<file path="src/rtl/alu_pkg.sv">
// ---------------------------------------------------------------------------
// alu_pkg
// Shared definitions for the ALU datapath.
//   MODE_ADD / MODE_SUB : encodings of the add/subtract mode input.
//   calc_stages()       : number of pipeline stages for a width/segment split.
//   seg_cfg_ok()        : legality of a width/segment split (checked at
//                         elaboration by every user of the split).
// ---------------------------------------------------------------------------
package alu_pkg;

  localparam logic MODE_ADD = 1'b0;
  localparam logic MODE_SUB = 1'b1;

  function automatic int calc_stages(input int width, input int seg_width);
    return (seg_width > 0) ? (width / seg_width) : 1;
  endfunction

  function automatic bit seg_cfg_ok(input int width, input int seg_width);
    return (seg_width >= 1) && (width >= seg_width) && ((width % seg_width) == 0);
  endfunction

endpackage

</file>
<file path="src/rtl/adder_segment.sv">
// ---------------------------------------------------------------------------
// adder_segment
// SEG_WIDTH-bit combinational ripple-carry adder.
// Ports:
//   a, b   in  SEG_WIDTH  operand slices (b already inverted for subtract)
//   ci     in  1          carry into bit 0
//   s      out SEG_WIDTH  sum slice
//   co     out 1          carry out of the top bit
//   c_msb  out 1          carry into the top bit (for overflow detection)
// ---------------------------------------------------------------------------
module adder_segment #(
  parameter int SEG_WIDTH = 4
) (
  input  logic [SEG_WIDTH-1:0] a,
  input  logic [SEG_WIDTH-1:0] b,
  input  logic                 ci,
  output logic [SEG_WIDTH-1:0] s,
  output logic                 co,
  output logic                 c_msb
);

  logic carry;

  always_comb begin
    carry = ci;
    c_msb = 1'b0;
    s     = '0;
    for (int i = 0; i < SEG_WIDTH; i++) begin
      if (i == SEG_WIDTH - 1) begin
        c_msb = carry;
      end
      s[i]  = a[i] ^ b[i] ^ carry;
      carry = (a[i] & b[i]) | (carry & (a[i] ^ b[i]));
    end
    co = carry;
  end

endmodule

</file>
<file path="src/rtl/pipelined_adder_sub.sv">
// ---------------------------------------------------------------------------
// pipelined_adder_sub
// WIDTH-bit add/subtract with the carry chain cut into SEG_WIDTH-bit segments,
// one register stage per segment, valid/ready handshake and result flags.
// Ports:
//   clk, rst           clock, synchronous active-high reset
//   in_valid/in_ready  input handshake (in_ready = !out_valid || out_ready)
//   in_a, in_b         operands
//   in_c               carry-in (add) / borrow-in (sub)
//   in_mode            0 = add, 1 = subtract
//   out_valid/out_ready output handshake
//   sum_out            result modulo 2^WIDTH
//   c_out              carry out of MSB (sub: 1 = no borrow)
//   v_out              two's-complement overflow
//   z_out              sum_out == 0
// ---------------------------------------------------------------------------
module pipelined_adder_sub
  import alu_pkg::*;
#(
  parameter int WIDTH     = 8,
  parameter int SEG_WIDTH = 4
) (
  input  logic             clk,
  input  logic             rst,
  input  logic             in_valid,
  output logic             in_ready,
  input  logic [WIDTH-1:0] in_a,
  input  logic [WIDTH-1:0] in_b,
  input  logic             in_c,
  input  logic             in_mode,
  output logic             out_valid,
  input  logic             out_ready,
  output logic [WIDTH-1:0] sum_out,
  output logic             c_out,
  output logic             v_out,
  output logic             z_out
);

  localparam int STAGES = calc_stages(WIDTH, SEG_WIDTH);
  localparam int LAST   = STAGES - 1;

  if (!seg_cfg_ok(WIDTH, SEG_WIDTH)) begin : g_bad_cfg
    $error("pipelined_adder_sub: WIDTH must be a positive multiple of SEG_WIDTH");
  end

  // Whole pipe moves together; a stalled output freezes every stage, bubbles included.
  logic advance;
  assign advance  = !out_valid || out_ready;
  assign in_ready = advance;

  // Source of each stage: stage 0 reads the ports, stage k reads register k-1.
  logic                 src_vld [STAGES];
  logic [WIDTH-1:0]     src_a   [STAGES];
  logic [WIDTH-1:0]     src_b   [STAGES];
  logic [WIDTH-1:0]     src_sum [STAGES];
  logic                 src_cy  [STAGES];

  logic [SEG_WIDTH-1:0] seg_s   [STAGES];
  logic                 seg_co  [STAGES];
  logic                 seg_cm  [STAGES];

  logic                 vld_d   [STAGES];
  logic [WIDTH-1:0]     a_d     [STAGES];
  logic [WIDTH-1:0]     b_d     [STAGES];
  logic [WIDTH-1:0]     sum_d   [STAGES];
  logic                 cy_d    [STAGES];
  logic                 cm_d    [STAGES];
  logic                 z_d;

  logic                 vld_q   [STAGES];
  logic [WIDTH-1:0]     a_q     [STAGES];
  logic [WIDTH-1:0]     b_q     [STAGES];
  logic [WIDTH-1:0]     sum_q   [STAGES];
  logic                 cy_q    [STAGES];
  logic                 cm_q    [STAGES];
  logic                 z_q;

  // Subtract is A + ~B + ~borrow, so both B and the carry-in are inverted up front.
  always_comb begin
    src_vld[0] = in_valid;
    src_a[0]   = in_a;
    src_b[0]   = (in_mode == MODE_SUB) ? ~in_b : in_b;
    src_cy[0]  = (in_mode == MODE_SUB) ? ~in_c : in_c;
    src_sum[0] = '0;
    for (int k = 1; k < STAGES; k++) begin
      src_vld[k] = vld_q[k-1];
      src_a[k]   = a_q[k-1];
      src_b[k]   = b_q[k-1];
      src_cy[k]  = cy_q[k-1];
      src_sum[k] = sum_q[k-1];
    end
  end

  for (genvar g = 0; g < STAGES; g++) begin : g_seg
    adder_segment #(.SEG_WIDTH(SEG_WIDTH)) u_seg (
      .a     (src_a[g][g*SEG_WIDTH +: SEG_WIDTH]),
      .b     (src_b[g][g*SEG_WIDTH +: SEG_WIDTH]),
      .ci    (src_cy[g]),
      .s     (seg_s[g]),
      .co    (seg_co[g]),
      .c_msb (seg_cm[g])
    );
  end

  // Stage k fills in its own result segment and passes everything else along.
  always_comb begin
    for (int k = 0; k < STAGES; k++) begin
      vld_d[k] = src_vld[k];
      a_d[k]   = src_a[k];
      b_d[k]   = src_b[k];
      sum_d[k] = src_sum[k];
      sum_d[k][k*SEG_WIDTH +: SEG_WIDTH] = seg_s[k];
      cy_d[k]  = seg_co[k];
      cm_d[k]  = seg_cm[k];
    end
    z_d = (sum_d[LAST] == '0);
  end

  // Stage registers: data only loads when a real operation enters the slot,
  // so the output stays put across bubbles and stalls.
  always_ff @(posedge clk) begin
    if (rst) begin
      for (int k = 0; k < STAGES; k++) begin
        vld_q[k] <= 1'b0;
        sum_q[k] <= '0;
        cy_q[k]  <= 1'b0;
        cm_q[k]  <= 1'b0;
      end
      z_q <= 1'b0;
    end else if (advance) begin
      for (int k = 0; k < STAGES; k++) begin
        vld_q[k] <= vld_d[k];
        if (vld_d[k]) begin
          a_q[k]   <= a_d[k];
          b_q[k]   <= b_d[k];
          sum_q[k] <= sum_d[k];
          cy_q[k]  <= cy_d[k];
          cm_q[k]  <= cm_d[k];
        end
      end
      if (vld_d[LAST]) begin
        z_q <= z_d;
      end
    end
  end

  assign out_valid = vld_q[LAST];
  assign sum_out   = sum_q[LAST];
  assign c_out     = cy_q[LAST];
  assign v_out     = cy_q[LAST] ^ cm_q[LAST];
  assign z_out     = z_q;

endmodule
</file>
<file path="config.mk">
export PLATFORM = sky130hd
export DESIGN_NAME = pipelined_adder_sub
export DESIGN_NICKNAME = d
export VERILOG_FILES = /design/src/rtl/alu_pkg.sv /design/src/rtl/adder_segment.sv /design/src/rtl/pipelined_adder_sub.sv
export SDC_FILE = /design/constraint.sdc
export NUM_CORES = 1
export LEC_CHECK = 0
export CORE_MARGIN = 2
export CORE_UTILIZATION = 44
export DETAILED_ROUTE_END_ITERATION = 10
export HOLD_SLACK_MARGIN = 0.1
export PLACE_DENSITY = 0.73
export SLEW_MARGIN = 20
export SYNTH_ARGS = -nofsm -noshare
export SYNTH_HDL_FRONTEND = slang
export SYNTH_SLANG_ARGS = --single-unit
</file>
<file path="constraint.sdc">
create_clock -name clk -period 6.4 [get_ports clk]
set_input_delay 0.64 -clock clk [delete_from_list [all_inputs] [get_ports clk]]
set_output_delay 0.64 -clock clk [all_outputs]
set_load 0.005 [all_outputs]
</file>
==> metrics, run 1 <==
status=finished, final reports clean; EDFF count, synth=25; CP endpoint kind=register; Synth Flop Type=edfxtp_1; Post-Synthesis Cell Area=1309 um^2; full die area=3427 um^2; Worst-Margin Slew=roughly 0.64 ns; f_max=around 320 MHz; Max-slew headroom=56.94%; Slew Viols, Final=0; Final Setup Violations=0; I/O Buffers=34; Final Hold Viols=0; Setup WS post-layout=about 3.3 ns; first-pass GRT wire length=3.118 mm; vias per inst=4.690; warnings from Yosys=0; Starting Density=~47%; Final period util=48.93%; nets=158; Layout area overhead=29.25%; clock latency on the worst-skew pair=between 0.3 and 0.4 ns; RD Place Congestion=0.6565; core area=2781 um^2; clock root cell=clkbuf_4; CTS tree=built; setup skew after layout=about 0.0040 ns; cts bufs inserted=3; crit path from=in_mode; Worst EP required=6.48 ns; io pins=35; Buf/Inv on CP=4; CP Max Fanout=9; detailed-route wire length=1.811 mm; post-synth top area cell=edfxtp_1; Routed Antenna Nets=0; CP max stage delay=0.75 ns; design area=1692 um^2; clock sinks=26; antenna fix cells=0; HP Start=z_out; Post-CTS Hold Fix Bufs=0; Die H=58.54 um; Async SR Flop Fraction=0%; WL per Instance=11.46 um; largest net degree at the start of global routing=15; grt ovf=0; initial antenna violation count=0; post-CTS resize count=0; setup_tns=0 ns; Worst Setup EP=sum_q[0][3]; chip width=around 60 um; CP Launch Type=input pin; worst-case reg-to-reg path depth=9; Synth Area per Inst=14.23 um^2; RSZ-0062 raised after global routing=no; #FFs+latches synth=26; First-pass DRT Iterations=2; RR Endpoint=z_out; H-tree levels=1; via count=around 740; leak pwr=about 0.65 nW; initial drt markers=14; clock transition at the registers of the reported paths=0.13 ns; FF-to-FF setup slack=about 4.1 ns; top post-synthesis cells by area=edfxtp_1, fa_1, xor2_1; Rows=19; Cell variety after synth=22; vias in the first global route=732; Critical Path Stages=10; area post-placement=between 1500 and 2000 um^2; crit-path leading delay family=adder cells; Cell Chain, Critical Path=clkdlybuf4s50_1, xnor2_1, fa_1, inv_1, fa_1, inv_1, fa_1, inv_1, fa_1, and2_1; area share of the largest cell type after synthesis=between 50 and 60%; syn_nets=122; filler instances=228; FF-to-FF Start=b_q[0][4]; WS Path Type=in -> reg; post-DP HPWL=1.557 mm; DRC viols=0; setup bufs post-CTS=0; GRT Total Usage=between 10 and 15%; CP dominant cell by count=fa_1; CP arrival=3.22 ns; CP max stage cell=clkdlybuf4s50_1; dpl ws=2.887 ns; share of layout cells above drive strength 1=11.02%; max cap viols=0; min cycle time layout=3.132 ns; min-delay worst type=reg -> reg; largest buffer count on any clock path=2; register area share after synthesis=about 59%; Gate Count Post-Synth=a little over 90; peak supply drop=about 0.13 mV; Power Density=207.3 nW/um^2
[sequential cells by signal (all words and copies together) (netlist names)]
register and flops:
b_q 4, sum_q 12, vld_q 2, a_q 4, z_out 1, cm_q 1
cy_q 2
[final cells by class]
class	instances	area [um^2]	share of cell area, %
flip-flops and latches	26	770.7	45.56
multi-input cells	50	466.7	27.59
repair buffers	34	340.3	20.12
inverters	13	48.80	2.885
well taps	31	38.79	2.293
clock buffers	3	22.52	1.331
clock inverters	1	3.754	0.2219
[cell families after synthesis]
kind of cell	after synthesis	synth area share, %
buffers and inverters	16	5.831
AND/OR/NAND/NOR	30	15.01
AO/OA/AOI/OAI	1	0.5738
adder cells (fa/ha/maj)	8	12.24
flip-flops	26	58.89
multiplexers	1	0.7648
XOR/XNOR	10	6.693
[cell usage in the layout (no fill, tap or decap), drive strengths merged, types with 2 or more instances in the layout]
| master | count |
|---|---|
| and2 | 9 |
| clkbuf | 3 |
| clkdlybuf4s50 | 34 |
| edfxtp | 25 |
| fa | 8 |
| inv | 13 |
| nand2b | 3 |
| nor2 | 10 |
| nor3b | 2 |
| xnor2 | 3 |
| xor2 | 7 |
[metal layers]
metal / track usage, % / vias to the layer above / part of all wire [%]
met3: 1.319 / 2 / 4.3
met5: 0 / - / 0
li1: - / 370 / -
met1: 14.45 / 344 / 41
met4: 6.977 / 0 / 1.5
met2: 21.83 / 25 / 53
[Yosys cell counts (all sizes together), types with 2 or more instances]
cell / instances
and2: 9
buf: 3
edfxtp: 25
fa: 8
inv: 13
nand2b: 3
nor2: 10
nor3b: 2
xnor2: 3
xor2: 7
[how the worst min path moves through the flow]
stage,cells after the start,to
2_1_floorplan,2,z_out
3_3_place_gp,2,z_out
3_5_place_dp,2,z_out
4_1_cts,2,z_out
5_1_grt,2,z_out
6_report,2,z_out
[stage by stage]
stage | total power [mW] | util [%] | cells | hold slack (ns)
6_report | 0.3507 | 60.82 | 158 | 0.5032
5_1_grt | 0.3708 | 60.82 | 158 | 0.5522
4_1_cts | 0.3549 | 60.64 | 158 | 0.5098
3_5_place_dp | 0.2889 | 59.69 | 154 | 0.4896
3_3_place_gp | 0.2852 | 59.69 | 154 | 0.4634
2_1_floorplan | 0.2523 | - | 92 | 0.4677
[worst reg2reg max path: cells and delay by family, from the launching register on]
family,cells,cell delay (ns)
fa+ha+maj,4,1.41
flops,1,0.38
buf+inv,3,0.24
simple gates,1,0.11
mux,1,0.08
[power breakdown]
group | total (mW) | switching (mW) | internal (mW)
clock | 0.0677 | 0.0449 | 0.0228
sequential | 0.209 | 0.00484 | 0.204
combinational | 0.0739 | 0.0310 | 0.0429
total | 0.351 | 0.0808 | 0.270
Note: power is estimated with default switching activity, not from simulation.
==> run 2: changes to the inputs <==
==> constraint.sdc (replaced) <==
create_clock -name clk -period 3.2 [get_ports clk]
set_input_delay 0.32 -clock clk [delete_from_list [all_inputs] [get_ports clk]]
set_output_delay 0.32 -clock clk [all_outputs]
set_load 0.005 [all_outputs]
==> metrics, run 2 (synthesized netlist as in run 1, its figures left out) <==
status=finished, final reports clean; clock latency on the worst-skew pair=0.31 ns; WS Path Type=in -> reg; Comb power frac=21.1%; clock root cell=clkbuf_4; core area=2781 um^2; post-DP HPWL=1.448 mm; min-delay worst type=reg -> reg; full die area=3427 um^2; Layout area overhead=30.02%; setup bufs post-CTS=0; Power Density=roughly 410 nW/um^2; Cell Chain, Critical Path=clkdlybuf4s50_1, xnor2_1, fa_1, inv_1, fa_1, inv_1, fa_1, inv_1, fa_1, and2_1; initial antenna violation count=0; largest buffer count on any clock path=2; via count=748; area post-placement=1675 um^2; I/O Buffers=34; min cycle time layout=2.491 ns; chip width=58.54 um; CP max stage delay=0.52 ns; Seq pwr share=59.9%; CP max stage cell=clkdlybuf4s50_1; CTS tree=built; f_max=401.4 MHz; CP endpoint kind=register; GRT Total Usage=11.05%; CP Launch Type=input pin; First-pass DRT Iterations=4; Switching Share=22.52%; Final period util=77.85%; WL per Instance=roughly 10 um; setup_tns=0 ns; cts bufs inserted=3; Pint=540.5 uW; max cap viols=0; share of layout cells above drive strength 1=a little under an eighth; Post-CTS Hold Fix Bufs=0; Final Setup Violations=0; Slew Viols, Final=0; clock transition at the registers of the reported paths=0.13 ns; CP arrival=2.57 ns; Buf/Inv on CP=4; RD Place Congestion=0.6569; CP dominant cell by count=fa_1; most frequent cells in the layout=clkdlybuf4s50_1, edfxtp_1, inv_1, and2_1, fa_1; leak pwr=0.6612 nW; CP Max Fanout=3; design area=around 1700 um^2; crit-path leading delay family=adder cells; nets=160; peak supply drop=0.2904 mV; Rows=19; Starting Density=between 40% and 50%; clock sinks=26; DRC viols=0; Worst EP required=roughly 3.3 ns; sw power=approximately 160 uW; largest net degree at the start of global routing=15; largest reg by FF count=sum_q; H-tree levels=1; detailed-route wire length=about 1.7 mm; post-CTS resize count=0; Routed Antenna Nets=0; vias per inst=4.675; initial drt markers=8; max reg flops=12; Die H=58.54 um; setup skew after layout=0.001618 ns; Clk network pwr share=roughly a fifth; vias in the first global route=around 710; io pins=35; Final Hold Viols=0; Max-slew headroom=a little under three quarters; most common cell after layout, fill and taps aside=clkdlybuf4s50_1; RSZ-0062 raised after global routing=no; first-pass GRT wire length=2.822 mm; grt ovf=0; antenna fix cells=0; Top Registers=sum_q: 12 flops, a_q: 4 flops, b_q: 4 flops; Worst-Margin Slew=0.4274 ns
## run 2: worst paths after layout
check,from,end,slack (ns),cells past startpoint
worst max register to register,a_q[0][4],z_out,0.91,9
worst min register to register,z_out,z_out,0.49,2
worst max-delay path,in_mode,sum_q[0][3],0.71,10
worst min-delay path,z_out,z_out,0.49,2
## run 2: final cells by class
cell class	count	area (um^2)
fill	217	1080
sequential	26	770.7
multi-input combinational	50	461.7
timing repair buffer	36	355.3
inverter	13	48.80
tap	31	38.79
clock buffer	3	22.52
clock inverter	1	3.754
## run 2: worst reg2reg max path, stage by stage, from the launching register on
cell	delay [ns]
edfxtp_1	0.38
inv_1	0.08
fa_1	0.17
inv_1	0.05
fa_1	0.38
fa_1	0.38
inv_1	0.10
fa_1	0.46
nand4_1	0.12
mux2i_1	0.08
## run 2: routing by layer
metal  track usage, %  vias to the layer above  wire length (um)  part of all wire (%)
li1                 -                      371                 -                     -
met1            11.41                      345               635                    38
met2            21.35                       28               903                    54
met3            1.319                        4                87                   5.2
met4            5.980                        0                35                   2.1
met5                0                        -                 0                     0
## run 2: metrics by stage
step / power, mW / cells / hold WS, ns / utilization (%) / worst slack, ns
floorplan: 0.5045 / 92 / 0.4189 / - / 0.7254
global placement: 0.5726 / 156 / 0.4633 / 60.23 / 0.3868
detailed placement: 0.5774 / 156 / 0.4844 / 60.23 / 0.3491
CTS: 0.7069 / 160 / 0.5029 / 61.18 / 0.7002
global route: 0.7366 / 160 / 0.5390 / 61.18 / 0.6339
finish: 0.6975 / 160 / 0.4929 / 61.18 / 0.7086
## run 2: power groups by stage
stage          clock network (mW)  logic (mW)  registers, mW
5_1_grt                     0.151       0.164          0.422
3_5_place_dp                    0       0.151          0.426
2_1_floorplan                   0      0.0777          0.427
6_report                    0.132       0.147          0.418
3_3_place_gp                    0       0.147          0.425
4_1_cts                     0.138       0.151          0.418
==> run 3: changes to the inputs <==
==> constraint.sdc (replaced) <==
create_clock -name clk -period 2.5 [get_ports clk]
set_input_delay 0.25 -clock clk [delete_from_list [all_inputs] [get_ports clk]]
set_output_delay 0.25 -clock clk [all_outputs]
set_load 0.005 [all_outputs]
==> metrics, run 3 (synthesized netlist as in run 1, its figures left out) <==
area post-placement=1683 um^2; min-delay worst type=in -> reg; f_max=424.5 MHz; largest reg by FF count=sum_q; first-pass GRT wire length=2.946 mm; io pins=35; Post-CTS Hold Fix Bufs=0; share of layout cells above drive strength 1=13.08%; largest net degree at the start of global routing=16; clock sinks=26; RSZ-0062 raised after global routing=no; setup_tns=0 ns; most frequent cells in the layout=clkdlybuf4s50_1, edfxtp_1, inv_1, and2_1, fa_1; clock root cell=clkbuf_4; CP Max Fanout=1; DRC viols=0; Top Registers=sum_q: 12 flops, a_q: 4 flops, b_q: 4 flops; CP Launch Type=input pin; setup skew after layout=0.009554 ns; cts bufs inserted=3; nets=161; core area=2781 um^2; sw power=217.1 uW; H-tree levels=1; Switching Share=21.41%; Final period util=a little over nine tenths; WS Path Type=in -> reg; RD Place Congestion=0.6589; FF-to-FF setup slack=0.20 ns; Power Density=slightly below 600 nW/um^2; Clk network pwr share=approximately 28%; initial antenna violation count=0; most common cell after layout, fill and taps aside=clkdlybuf4s50_1; Routed Antenna Nets=0; detailed-route wire length=1.871 mm; Comb power frac=18.9%; status=finished, final reports clean; Final Hold Viols=0; power consumption=1.014 mW; First-pass DRT Iterations=4; full die area=approximately 3400 um^2; Final Setup Violations=0; max cap viols=0; design area=1738 um^2; initial drt markers=9; max reg flops=12; Layout area overhead=32.79%; dpl ws=-0.3439 ns; min cycle time layout=2.356 ns; Max-slew headroom=70.90%; antenna fix cells=0; peak supply drop=between 0.5 and 0.6 mV; leak pwr=a little under 0.7 nW; vias in the first global route=755; Worst EP required=2.60 ns; Layout Cells excl Fill=about 160; WL per Instance=11.62 um; setup bufs post-CTS=0; CTS tree=built; clock latency on the worst-skew pair=about 0.33 ns; largest buffer count on any clock path=2; Slew Viols, Final=0; placed cells=157; chip width=58.54 um; vias per inst=4.677; Rows=19; Worst-Margin Slew=0.4365 ns; I/O Buffers=34; post-DP HPWL=1.549 mm; Finished Core Util=62.48%; minimum hold slack=0.4643 ns; via count=753; Seq pwr share=52.8%; Starting Density=between 40% and 50%; post-CTS resize count=0; clock transition at the registers of the reported paths=0.14 ns; CP endpoint kind=register; CP arrival=2.45 ns; grt ovf=0; Setup WS post-layout=0.1441 ns; Die H=58.54 um; Pint=797.1 uW; GRT Total Usage=11.71%
## run 3: changes by cell type in the layout (fill, tap and decap cells not counted)
cell and change:
buf_4 +1, bufinv_16 +1, clkdlybuf4s50_1 -1, clkinv_1 -1
dlymetal6s2s_1 +1
## run 3: layout make-up
cell class / count / area (um^2)
Tap cell: 31 / 38.79
Clock inverter: 1 / 30.03
Inverter: 13 / 48.80
Fill cell: 240 / 1044
Clock buffer: 3 / 22.52
Sequential cell: 26 / 770.7
Multi-Input combinational cell: 50 / 461.7
Timing Repair Buffer: 37 / 365.4
## run 3: path summary, 6_finish.rpt
kind	from	end	cells past startpoint
worst max-delay path	in_b[0]	sum_q[0][3]	10
worst min-delay path	in_a[7]	a_q[0][7]	1
worst max register to register	a_q[0][4]	z_out	9
worst min register to register	z_out	z_out	2
## run 3: metal layers
metal,part of all wire [%],routed length (um),vias to the layer above,GRT usage (%)
met5,0,0,-,0
met2,53,996,27,22.79
met4,2.0,38,0,5.980
met3,6.4,120,4,2.198
met1,38,716,349,11.56
li1,-,-,373,-
## run 3: worst max-delay path, cell delays in order
cell,delay [ns]
clkdlybuf4s50_1,0.42
xnor2_1,0.15
fa_1,0.39
inv_1,0.07
fa_1,0.15
inv_1,0.05
fa_1,0.35
inv_1,0.07
fa_1,0.40
and2_1,0.14
## run 3: power groups by stage
stage | Combinational (mW) | Clock (mW) | Sequential (mW)
global route | 0.212 | 0.304 | 0.540
floorplan | 0.0994 | 0 | 0.546
detailed placement | 0.196 | 0 | 0.546
CTS | 0.196 | 0.293 | 0.537
global placement | 0.190 | 0 | 0.545
finish | 0.192 | 0.287 | 0.536
==> RTL change 1 (flow settings as in run 1) <==
Set the parameter `WIDTH` to 16 (it was 8).
--- a/src/rtl/pipelined_adder_sub.sv
+++ b/src/rtl/pipelined_adder_sub.sv
@@ -18,5 +18,5 @@
   import alu_pkg::*;
 #(
-  parameter int WIDTH     = 8,
+  parameter int WIDTH     = 16,
   parameter int SEG_WIDTH = 4
 ) (
Ports: changed (resized in_a, in_b and sum_out); port bits go from 35 to 59. No check against the original RTL was run, so the function may have changed too.
==> RTL change 1 against run 1 <==
- clock skew is 0.0036 ns higher
- final cell count grew to 2.6 times the old value
- utilization is 5.5 points lower
- largest cell class unchanged
- cell area grew to 2.9 times the old value
- sequential cell count is 72 higher
- area after synthesis grew to 3.1 times the old value
- global-route usage is 1.6 points lower
- via count is 140% higher
- worst setup slack worse by 0.31 ns
- power grew to 3.4 times the old value
- wire length grew to 2.6 times the old value
==> RTL change 1: results (changes against run 1) <==
gp_congestion: 0.734  # was 0.657
synth_nets: 287  # was 122
status: "complete, no violations"  # unchanged
cts_htree_levels: 3  # was 1
via_per_inst: 4.42  # was 4.69
cts_buffers: 9  # was 3
syn_area_per_cell_um2: 17.3  # was 14.2 um2
top_regs: "sum_q (40), a_q (24), b_q (24)"  # was sum_q (12), a_q (4), b_q (4)
fillerInstances: 706  # was 228
timing.hold.ws_ns: 0.423  # was 0.503 ns
grt_pass1_vias: 1821  # was 732
grtUsageMet1: 0.129  # was 0.145
grt_max_degree: 28  # was 15
routed_wl_um: 4650  # was 1810 um
grt_pass1_wl_um: 8140  # was 3120 um
hold_depth: 0  # was 2
hpwl_um: 3600  # was 1560 um
clk_pin_slew_ns: 0.08  # was 0.13 ns
post-place-cells: 394  # was 154
internal-power_mw: 0.969  # was 0.270 mW
yosys-top-cells-count: "edfxtp_1 (97), inv_1 (29), and2_1 (18), and2_4 (18), fa_1 (16)"  # was edfxtp_1 (25), inv_1 (12), and2_1 (9), fa_1 (8), xor2_1 (7)
port_buffers: 58  # was 34
tightest_slew_ns: 0.905  # was 0.643 ns
fin_skew_ns: 0.00759  # was 0.00397 ns
r2r-start: "cy_q[2]$_SDFFCE_PN0P_"  # was b_q[0][4]$_DFFE_PP_
wire_per_inst_um: 11.4  # was 11.5 um
gr-usage-all-layers: 0.107  # was 0.123
synth_compound_area_frac: 0.00341  # was 0.00574
hold_start: "a_q[0][12]$_DFFE_PP_"  # was z_out$_SDFFE_PP0P_
yosysSeqAreaShare: 0.726  # was 0.589
synth.area.top_cells: "edfxtp_1 (72%), fa_1 (7.9%), and2_4 (3.9%)"  # was edfxtp_1 (57%), fa_1 (12%), xor2_1 (4.7%)
max_stage_delay_ns: 1.03  # was 0.75 ns
synth_edf_count: 97  # was 25
fin_nets: 351  # was 158
r2r_setup_slack_ns: 3.87  # was 4.07 ns
cts-root-buf: "clkbuf_8"  # was clkbuf_4
synthMuxAreaShare: 0  # was 0.00765
p_leak_nw: 1.85  # was 0.654 nW
ir_drop_uv: 114  # was 130 uV
[RTL change 1: worst max path at each step]
stage | to | slack [ns] | cells past startpoint
6_report | sum_q[0][3]$_SDFFCE_PN0P_ | 2.96 | 10
5_1_grt | sum_q[0][3]$_SDFFCE_PN0P_ | 2.78 | 10
3_3_place_gp | sum_q[0][3]$_SDFFCE_PN0P_ | 2.61 | 10
3_5_place_dp | sum_q[0][3]$_SDFFCE_PN0P_ | 2.55 | 10
4_1_cts | sum_q[0][3]$_SDFFCE_PN0P_ | 2.92 | 10
2_1_floorplan | sum_q[0][3]$_SDFFCE_PN0P_ | 3.46 | 11
[RTL change 1: cell type report]
class | instances | area, um2 | share of cell area
tap | 108 | 135 | 0.0277
clock inverter | 5 | 46.3 | 0.00950
multi-input combinational | 98 | 927 | 0.190
clock buffer | 10 | 128 | 0.0262
inverter | 32 | 124 | 0.0254
timing repair buffer | 58 | 581 | 0.119
sequential | 98 | 2930 | 0.602
[RTL change 1: worst register-to-register path: cells and delay by family, from the launching register on]
| family | cells | cell delay (ns) |
|---|---|---|
| buffers and inverters | 2 | 0.13 |
| AND/OR/NAND/NOR | 2 | 0.42 |
| flip-flops | 1 | 0.38 |
| AO/OA/AOI/OAI | 1 | 0.13 |
| adder cells (fa/ha/maj) | 4 | 1.39 |
[RTL change 1: power groups by stage]
stage	combinational [mW]	sequential, mW	clock, mW
final	0.0958	0.753	0.358
after global placement	0.0951	0.767	0
after global routing	0.109	0.757	0.391
after CTS	0.0984	0.754	0.366
after floorplan	0.0500	0.766	0
after detailed placement	0.0982	0.768	0
[RTL change 1: layer usage]
metal  vias to the layer above  wire, um  part of all wire
met5                         -         0                 0
li1                        913         -                 -
met4                         0       141             0.030
met3                        10       237             0.051
met2                        56      2170              0.47
met1                       828      2100              0.45
==> RTL change 2 (flow settings as in run 1) <==
Made on the original files. Register the input `in_mode` before use, without a reset. The logic sees it one clock later. The other inputs are not delayed to match.
--- a/src/rtl/pipelined_adder_sub.sv
+++ b/src/rtl/pipelined_adder_sub.sv
@@ -40,4 +40,10 @@
   localparam int LAST   = STAGES - 1;
 
+  logic in_mode_q;
+
+  always_ff @(posedge clk) begin
+    in_mode_q <= in_mode;
+  end
+
   if (!seg_cfg_ok(WIDTH, SEG_WIDTH)) begin : g_bad_cfg
     $error("pipelined_adder_sub: WIDTH must be a positive multiple of SEG_WIDTH");
@@ -80,6 +86,6 @@
     src_vld[0] = in_valid;
     src_a[0]   = in_a;
-    src_b[0]   = (in_mode == MODE_SUB) ? ~in_b : in_b;
-    src_cy[0]  = (in_mode == MODE_SUB) ? ~in_c : in_c;
+    src_b[0]   = (in_mode_q == MODE_SUB) ? ~in_b : in_b;
+    src_cy[0]  = (in_mode_q == MODE_SUB) ? ~in_c : in_c;
     src_sum[0] = '0;
     for (int k = 1; k < STAGES; k++) begin
Formal check against the unedited RTL: not equivalent (a bounded check fails within 4 cycles, from zero or initial values and one cycle with rst high).
==> RTL change 2 against run 1 <==
- maximum frequency up 15%
- count of clock-buffer cells in the layout is the same
- worst setup slack improved by 0.41 ns
- clock skew down 0.0024 ns
- the run now ends with DRC left
- clock power rose by 12%
- sequential cell count rose by 1
- die area up 1.4%
- critical path depth did not move
- wire length increased by 7.0%
- largest power group unchanged
- cell area grew 1.4%
- power grew 4.2%
- area after synthesis rose by 1.5%
==> RTL change 2: results (changes against run 1) <==
power_switching_mw: 0.0882  # was 0.0808 mW
dr_total_vias: 763  # was 741
violations: "DRC"
dr.pass1.iters: 7  # was 2
wire_per_inst_um: 12.2  # was 11.5 um
syn_area_per_cell_um2: 14.3  # was 14.2 um2
grt_max_degree: 17  # was 15
hpwl_um: 1610  # was 1560 um
grtUsageMet1: 0.119  # was 0.145
use_met2: 0.251  # was 0.218
path_max_fanout: 1  # was 9
post-place-cells: 155  # was 154
grt_pass1_wl_um: 3220  # was 3120 um
status: "finished, violations left"  # was complete, no violations
fin_skew_ns: 0.00155  # was 0.00397 ns
yosysSeqAreaShare: 0.595  # was 0.589
dpl_cell_area_mm2: 0.00168  # was 0.00166 mm2
drive_gt1_frac: 0.117  # was 0.110
max_stage_delay_ns: 0.41  # was 0.75 ns
power_mw: 0.365  # was 0.351 mW
routed-wl-met3_um: 100  # was 78 um
synth_nets: 123  # was 122
final_cells: 159  # was 158
clk_pin_slew_ns: 0.15  # was 0.13 ns
p_leak_nw: 0.661  # was 0.654 nW
drv_cap: 0  # unchanged
drt-met1-wl_um: 722  # was 736 um
max_slew_margin: 0.588  # was 0.569
ir_drop_uv: 87.3  # was 130 uV
pg_seq_mw: 0.217  # was 0.209 mW
synth.area.top_cells: "edfxtp_1 (56%), fa_1 (12%), xor2_1 (4.6%)"  # was edfxtp_1 (57%), fa_1 (12%), xor2_1 (4.7%)
maxUsedRoutingLayer: "met4"  # unchanged
gp_congestion: 0.707  # was 0.657
arrival_ns: 2.83  # was 3.22 ns
drtIter0Drc: 16  # was 14
gr-usage-all-layers: 0.123  # about the same
grt_pass1_vias: 807  # was 732
cts_setup_buffers: 0  # unchanged
antenna_found_initial: 0  # unchanged
comb-power_mw: 0.0725  # was 0.0739 mW
remaining_drc_errors: 2  # was 0
post-place-ws_ns: 3.29  # was 2.89 ns
wl_met2_um: 1080  # was 968 um
-- RTL change 2: logic make-up (layout without fill, tap and decap cells) --
group,after synthesis,count (layout),synth area share
AOI/OAI and AO/OA,1,1,0.00565
xor gates and xnor gates,10,10,0.0659
adders and majority gates,8,8,0.121
buffers and inverters,16,51,0.0574
DFF,27,27,0.595
muxes,1,1,0.00753
and+or+nand+nor,30,30,0.148
-- RTL change 2: worst paths after layout --
check	from	endpoint	slack, ns
worst max-delay path	in_b[0]	sum_q[0][3]$_SDFFCE_PN0P_	3.68
worst min-delay path	z_out$_SDFFE_PP0P_	z_out$_SDFFE_PP0P_	0.49
worst max register to register	in_mode_q$_DFF_P_	sum_q[0][3]$_SDFFCE_PN0P_	3.75
worst min register to register	z_out$_SDFFE_PP0P_	z_out$_SDFFE_PP0P_	0.49
-- RTL change 2: cell type report --
cell class	count	area, um2
fillers	246	1090
inverters	13	48.8
clock buffers	3	22.5
repair buffers	34	340
clock inverters	1	7.51
well taps	31	38.8
multi-input cells	50	467
flip-flops and latches	27	791
